[config.mk]
export PLATFORM = sky130hd
export DESIGN_NAME = amba_lite_input_stage
export DESIGN_NICKNAME = d
export VERILOG_FILES = /design/src/rtl/amba_lite_input_stage.sv
export SDC_FILE = /design/constraint.sdc
export NUM_CORES = 1
export LEC_CHECK = 0
export ABC_AREA = 1
export ABC_CLOCK_PERIOD_IN_PS = 4800
export BUFFER_PORTS_ARGS = -buffer_cell sky130_fd_sc_hd__buf_4
export CAP_MARGIN = 20
export CORE_AREA = 2 2 133 135
export DETAILED_ROUTE_END_ITERATION = 10
export DIE_AREA = 0 0 135 137
export PLACE_DENSITY_LB_ADDON = 0.1
export SLEW_MARGIN = 30
export SYNTH_ARGS = -nofsm -noshare
export SYNTH_HDL_FRONTEND = slang
export SYNTH_SLANG_ARGS = --single-unit
[constraint.sdc]
create_clock -name HCLK -period 4.8 [get_ports HCLK]
set_clock_uncertainty 0.15 [all_clocks]
set_input_delay 0.72 -clock HCLK [delete_from_list [all_inputs] [get_ports HCLK]]
set_output_delay 0.72 -clock HCLK [all_outputs]
set_load 0.02 [all_outputs]
[src/rtl/amba_lite_input_stage.sv]
// Per-master input stage of the multi-layer AHB-lite interconnect.
// Decodes the target slave port, presents a held request with a one-hot HSEL
// to every output stage, stalls the master until the addressed output stage
// grants it, and returns the selected slave's response. Unmapped addresses
// receive a two-cycle ERROR from a built-in default slave.

`ifndef W_TRANS
`define W_TRANS 2
`endif
`ifndef W_BURST
`define W_BURST 3
`endif
`ifndef W_SIZE
`define W_SIZE 3
`endif
`ifndef W_PROT
`define W_PROT 4
`endif
`ifndef W_RESP
`define W_RESP 1
`endif

module amba_lite_input_stage #(
  parameter int N_SLAVE       = 4,
  parameter int W_SLAVE       = 2,
  parameter int W_ADDR        = 32,
  parameter int W_DATA        = 32,
  parameter int SLAVE_SEL_LSB = 28
) (
  input  logic                        HCLK,
  input  logic                        HRESETn,
  input  logic [`W_TRANS-1:0]         ma_HTRANS,
  input  logic [`W_BURST-1:0]         ma_HBURST,
  input  logic [`W_SIZE-1:0]          ma_HSIZE,
  input  logic [`W_PROT-1:0]          ma_HPROT,
  input  logic                        ma_HMASTLOCK,
  input  logic [W_ADDR-1:0]           ma_HADDR,
  input  logic                        ma_HWRITE,
  input  logic [W_DATA-1:0]           ma_HWDATA,
  output logic                        out_ma_HREADY,
  output logic [`W_RESP-1:0]          out_ma_HRESP,
  output logic [W_DATA-1:0]           out_ma_HRDATA,
  input  logic [N_SLAVE-1:0]          sl_active,
  input  logic [N_SLAVE-1:0]          sl_HREADY,
  input  logic [N_SLAVE*`W_RESP-1:0]  sl_HRESP,
  input  logic [N_SLAVE*W_DATA-1:0]   sl_HRDATA,
  output logic [N_SLAVE-1:0]          out_HSEL,
  output logic                        out_held_trans,
  output logic [`W_TRANS-1:0]         out_HTRANS,
  output logic [`W_BURST-1:0]         out_HBURST,
  output logic [`W_SIZE-1:0]          out_HSIZE,
  output logic [`W_PROT-1:0]          out_HPROT,
  output logic                        out_HMASTLOCK,
  output logic [W_ADDR-1:0]           out_HADDR,
  output logic                        out_HWRITE,
  output logic [W_DATA-1:0]           out_HWDATA,
  output logic [2:0]                  q_state
);

  localparam logic [2:0] ST_IDLE = 3'd0;
  localparam logic [2:0] ST_HOLD = 3'd1;
  localparam logic [2:0] ST_DATA = 3'd2;
  localparam logic [2:0] ST_ERR1 = 3'd3;
  localparam logic [2:0] ST_ERR2 = 3'd4;

  localparam logic [`W_RESP-1:0] RESP_OKAY  = `W_RESP'(0);
  localparam logic [`W_RESP-1:0] RESP_ERROR = `W_RESP'(1);

  logic [2:0]          r_state;
  logic [N_SLAVE-1:0]  r_dsHot;
  logic [`W_TRANS-1:0] r_trans;
  logic [`W_BURST-1:0] r_burst;
  logic [`W_SIZE-1:0]  r_size;
  logic [`W_PROT-1:0]  r_prot;
  logic                r_lock;
  logic [W_ADDR-1:0]   r_addr;
  logic                r_write;

  logic [W_SLAVE-1:0]  w_decIdx;
  logic [N_SLAVE-1:0]  w_decHot;
  logic                w_decValid;
  logic                w_decGo;
  logic                w_dsReady;
  logic                w_dsActive;
  logic [`W_RESP-1:0]  w_dsResp;
  logic [W_DATA-1:0]   w_dsRdata;
  logic                w_accept;
  logic                w_request;
  logic                w_validReq;
  logic [2:0]          w_nextState;

  assign w_decIdx = ma_HADDR[SLAVE_SEL_LSB +: W_SLAVE];

  // Address decode to one-hot; an index beyond the last port yields all zeros
  always_comb begin
    w_decHot = '0;
    for (int s = 0; s < N_SLAVE; s++) begin
      w_decHot[s] = (w_decIdx == W_SLAVE'(s));
    end
  end

  assign w_decValid = |w_decHot;
  assign w_decGo    = |(w_decHot & sl_active & sl_HREADY);

  // Select the response of the output stage owning the current data phase
  always_comb begin
    w_dsResp  = '0;
    w_dsRdata = '0;
    for (int s = 0; s < N_SLAVE; s++) begin
      if (r_dsHot[s]) begin
        w_dsResp  |= sl_HRESP[s*`W_RESP +: `W_RESP];
        w_dsRdata |= sl_HRDATA[s*W_DATA +: W_DATA];
      end
    end
  end

  assign w_dsReady  = |(r_dsHot & sl_HREADY);
  assign w_dsActive = |(r_dsHot & sl_active);

  // A cycle in which the master sees HREADY high and may issue a new address
  assign w_accept = (r_state == ST_IDLE) || (r_state == ST_ERR2) ||
                    ((r_state == ST_DATA) && w_dsReady);

  // Reset gating keeps HSEL and the request low while HRESETn is held
  assign w_request  = w_accept && ma_HTRANS[1] && HRESETn;
  assign w_validReq = w_request && w_decValid;

  // Next-state selection; DATA completion is treated exactly like IDLE
  always_comb begin
    w_nextState = ST_IDLE;
    if (w_accept) begin
      if (!w_request)       w_nextState = ST_IDLE;
      else if (!w_decValid) w_nextState = ST_ERR1;
      else if (w_decGo)     w_nextState = ST_DATA;
      else                  w_nextState = ST_HOLD;
    end else begin
      case (r_state)
        ST_HOLD: w_nextState = (w_dsActive && w_dsReady) ? ST_DATA : ST_HOLD;
        ST_DATA: w_nextState = ST_DATA;
        ST_ERR1: w_nextState = ST_ERR2;
        default: w_nextState = ST_IDLE;
      endcase
    end
  end

  // Master-side response: stall in HOLD/ERR1, pass slave response in DATA
  always_comb begin
    out_ma_HREADY = 1'b1;
    out_ma_HRESP  = RESP_OKAY;
    out_ma_HRDATA = '0;
    case (r_state)
      ST_HOLD: out_ma_HREADY = 1'b0;
      ST_DATA: begin
        out_ma_HREADY = w_dsReady;
        out_ma_HRESP  = w_dsResp;
        out_ma_HRDATA = w_dsRdata;
      end
      ST_ERR1: begin
        out_ma_HREADY = 1'b0;
        out_ma_HRESP  = RESP_ERROR;
      end
      ST_ERR2: out_ma_HRESP = RESP_ERROR;
      default: ;
    endcase
  end

  // Slave-side presentation: live master signals when accepting, else held copy
  always_comb begin
    out_HTRANS     = w_accept ? ma_HTRANS    : r_trans;
    out_HBURST     = w_accept ? ma_HBURST    : r_burst;
    out_HSIZE      = w_accept ? ma_HSIZE     : r_size;
    out_HPROT      = w_accept ? ma_HPROT     : r_prot;
    out_HMASTLOCK  = w_accept ? ma_HMASTLOCK : r_lock;
    out_HADDR      = w_accept ? ma_HADDR     : r_addr;
    out_HWRITE     = w_accept ? ma_HWRITE    : r_write;
    out_held_trans = 1'b0;
    out_HSEL       = '0;
    if (w_validReq) begin
      out_held_trans = 1'b1;
      out_HSEL       = w_decHot;
    end else if (r_state == ST_HOLD) begin
      out_held_trans = 1'b1;
      out_HSEL       = r_dsHot;
    end
  end

  assign out_HWDATA = ma_HWDATA;
  assign q_state    = r_state;

  // State register and address-phase capture on every accept cycle
  always_ff @(posedge HCLK or negedge HRESETn) begin
    if (!HRESETn) begin
      r_state <= ST_IDLE;
      r_dsHot <= '0;
      r_trans <= '0;
      r_burst <= '0;
      r_size  <= '0;
      r_prot  <= '0;
      r_lock  <= 1'b0;
      r_addr  <= '0;
      r_write <= 1'b0;
    end else begin
      r_state <= w_nextState;
      if (w_accept) begin
        r_trans <= ma_HTRANS;
        r_burst <= ma_HBURST;
        r_size  <= ma_HSIZE;
        r_prot  <= ma_HPROT;
        r_lock  <= ma_HMASTLOCK;
        r_addr  <= ma_HADDR;
        r_write <= ma_HWRITE;
      end
      if (w_validReq) begin
        r_dsHot <= w_decHot;
      end
    end
  end

endmodule

==> impl_results.md <==
* Status: finished, final reports clean
* #FFs+latches synth at 53
* Clk sinks at 53
* I/O pin total at 340
* Hold WC Path Type: flop to flop
* CTS Hold Bufs at 0
* CP Launch Type: flop
* Number of nets with antenna violations after routing at 0
* Vias in the first global route at 4178
* Worst hold slack at 0.321 ns
* Fmax at 304 MHz
* Leakage at 2.91 nW
* Reg area at 0.00133 mm²
* Initial detailed-routing violation count at 196
* Count of different cell masters after synthesis at 22
* Period minus WS final at 3.29 ns
* Worst VDD drop at 0.000290 V
* Synthesized instance count at 502
* Max-Cap Viols at 0
* Largest net degree at the start of global routing at 61
* Total grt overflow at 0
* Endpoints failing hold at 0
* Num CTS Buffers at 5
* Slew Limit Fails at 0
* Internal at 0.00159 W
* Worst setup EP type: output pin
* Placed instance count at 946
* Synth warnings at 0
* Initial antenna violation count at 0
* # resized after CTS at 0
* Vias post-DR at 4085
* Critical path fanouts, max at 51
* Seq/Total Area, Yosys at 38.7%
* Nets at 948
* Die Span Y at 137 µm
* Sw Pwr at 0.00156 W
* H-tree depth at 2
* DP HPWL at 11.7 mm
* Skew-Pair Late Insertion Delay at 0.29 ns
* Setup TNS at 0 ns
* Cell Area, Synth at 0.00343 mm²
* First-pass GRT wire length at 22.7 mm
* Area Overhead vs Synth at 61.7%
* Synth Net Count at 722
* Setup bufs post-CTS at 0
* Kind of critical path: flop to output pin
* Setup-failing EPs final at 0
* Switching portion of total power at 49.4%
* Clock root cell: clkbuf_16
* GR Util All Layers at 15.8%
* Finished Layout Cells at 953
* Vias per cell at 4.29
* Power per Cell Area at 568 mW/mm²
* Ant diodes at 0
* Clk buf depth at 2
* Core area at 0.0171 mm²
* Clock power share at 11.5%
* Combinational group share of total power at 65.3%
* Avg Cell Area, Syn at 6.83 µm²
* Slew margin rel. at 49.1%
* Die Wd at 135 µm
* DRT Pass-1 Iters at 4
* Final Cell Area at 0.00554 mm²
* Fillers at 1914
* Period utilization at 68.6%
* Avg WL per Cell at 15.9 µm
* RSZ-0062 raised after global routing: false
* IO buf count at 275
* Gp weighted congestion at 0.898
* CTS tree: yes
* Util after Layout at 32.5%
* DRT Wirelength at 15.2 mm
* DRC Markers at 0
* Placed Instance Area at 0.00540 mm²
* Footprint of the multi-input gates at 0.00162 mm²
* Worst-path clk slew at 0.07 ns
* Arrival time worst endpoint at 2.42 ns
* Layout cell share with drive strength beyond 1 at 40.4%
* Worst Max-Slew Pin Slew at 0.764 ns
* Starting density of the core at 20.1%
* Std-Cell Rows at 48
* Die ar. at 0.0185 mm²
* WP data required at 3.93 ns
* Share of power burned in registers at 23.2%
## cells in the mapped netlist, drive strengths merged
master  instances  area, µm²
buf            50        378
inv            14       55.1
clkbuf         12       45.0
a41oi          32        280
nand4          11       68.8
dfrtp          53       1330
o21ai           4       23.8
nor2            7       26.3
a21oi           1       5.00
nand2         313       1180
nand3           2       10.0
nor3            3       31.3
## area by class of cell
cell class / instances / share of cell area, %
clock buffers: 6 / 2.51
clock inverters: 1 / 0.135
inverters: 14 / 0.993
multi-input cells: 373 / 29.3
flip-flops and latches: 53 / 23.9
well taps: 225 / 5.08
repair buffers: 281 / 38.1
## metrics by stage
stage / total power (W) / setup slack (ns)
finish: 0.00315 / 1.51
global route: 0.00341 / 1.25
CTS: 0.00321 / 1.46
detailed placement: 0.00283 / 1.73
global placement: 0.00280 / 1.72
floorplan: 0.00204 / 2.20
## cell usage in the layout (no fill, tap or decap)
cell | Yosys | final
a21oi_1 | 1 | 1
clkbuf_16 | 0 | 5
a41oi_1 | 32 | 32
nand4_1 | 11 | 11
nand2_1 | 312 | 312
inv_2 | 1 | 1
nor3_4 | 1 | 1
o21ai_1 | 1 | 1
nand3_1 | 2 | 2
nor3_1 | 1 | 1
nor3_2 | 1 | 1
o21ai_2 | 1 | 1
clkinvlp_4 | 0 | 1
dfrtp_1 | 53 | 53
clkbuf_8 | 0 | 1
nor2_1 | 7 | 7
inv_1 | 12 | 12
nand2_2 | 1 | 1
o21ai_0 | 2 | 2
buf_4 | 35 | 281
inv_4 | 1 | 1
## kinds of logic (layout without fill, tap and decap cells)
kind of cell | count (synthesis) | after routing | share of synthesized area [%]
flops | 53 | 53 | 38.7
buf+inv | 76 | 302 | 13.9
compound gates | 37 | 37 | 9.02
simple gates | 336 | 336 | 38.3
## power by group through the flow
stage	Clock (W)	Sequential, W	Combinational, W
6_report	0.000363	0.000729	0.00206
3_5_place_dp	0	0.000739	0.00209
4_1_cts	0.000383	0.000730	0.00209
5_1_grt	0.000403	0.000752	0.00226
3_3_place_gp	0	0.000734	0.00207
2_1_floorplan	0	0.000735	0.00130
## per-layer routing
metal  global-route usage (%)  part of all wire [%]  vias to the layer above
met1                     18.5                    39                     1845
met2                     27.4                    51                      182
met4                     6.54                   3.5                        0
li1                         -                     -                     2020
met5                        0                     0                        -
met3                     3.89                   7.2                       38
## critical path, stage by stage (launching register included)
cell,delay [ns]
dfrtp_1,0.32
buf_4,0.36
nand2_1,0.14
nand2_1,0.11
o21ai_2,0.06
nand2_2,0.09
buf_4,0.45
nand3_1,0.27
nand2_1,0.12
buf_4,0.14
## final timing paths
| check | startpoint | endpoint | slack [ns] | depth (start not counted) |
|---|---|---|---|---|
| worst max-delay path | r_dsHot[2] | out_held_trans | 1.51 | 9 |
| worst min-delay path | r_addr[5] | r_addr[5] | 0.32 | 2 |
| worst max register to register | r_dsHot[2] | r_dsHot[1] | 2.47 | 9 |
| worst min register to register | r_addr[5] | r_addr[5] | 0.32 | 2 |
| max in group asynchronous | HRESETn | r_dsHot[3] | 3.64 | 1 |
| min in group asynchronous | HRESETn | r_addr[30] | 0.35 | 1 |
## flip-flops by register name, indices dropped and copies added (netlist names)
signal   flops
q_state      3
r_addr      32
r_burst      3
r_dsHot      4
r_lock       1
r_prot       4
r_size       3
r_trans      2
r_write      1
Note: power is estimated with default switching activity, not from simulation.
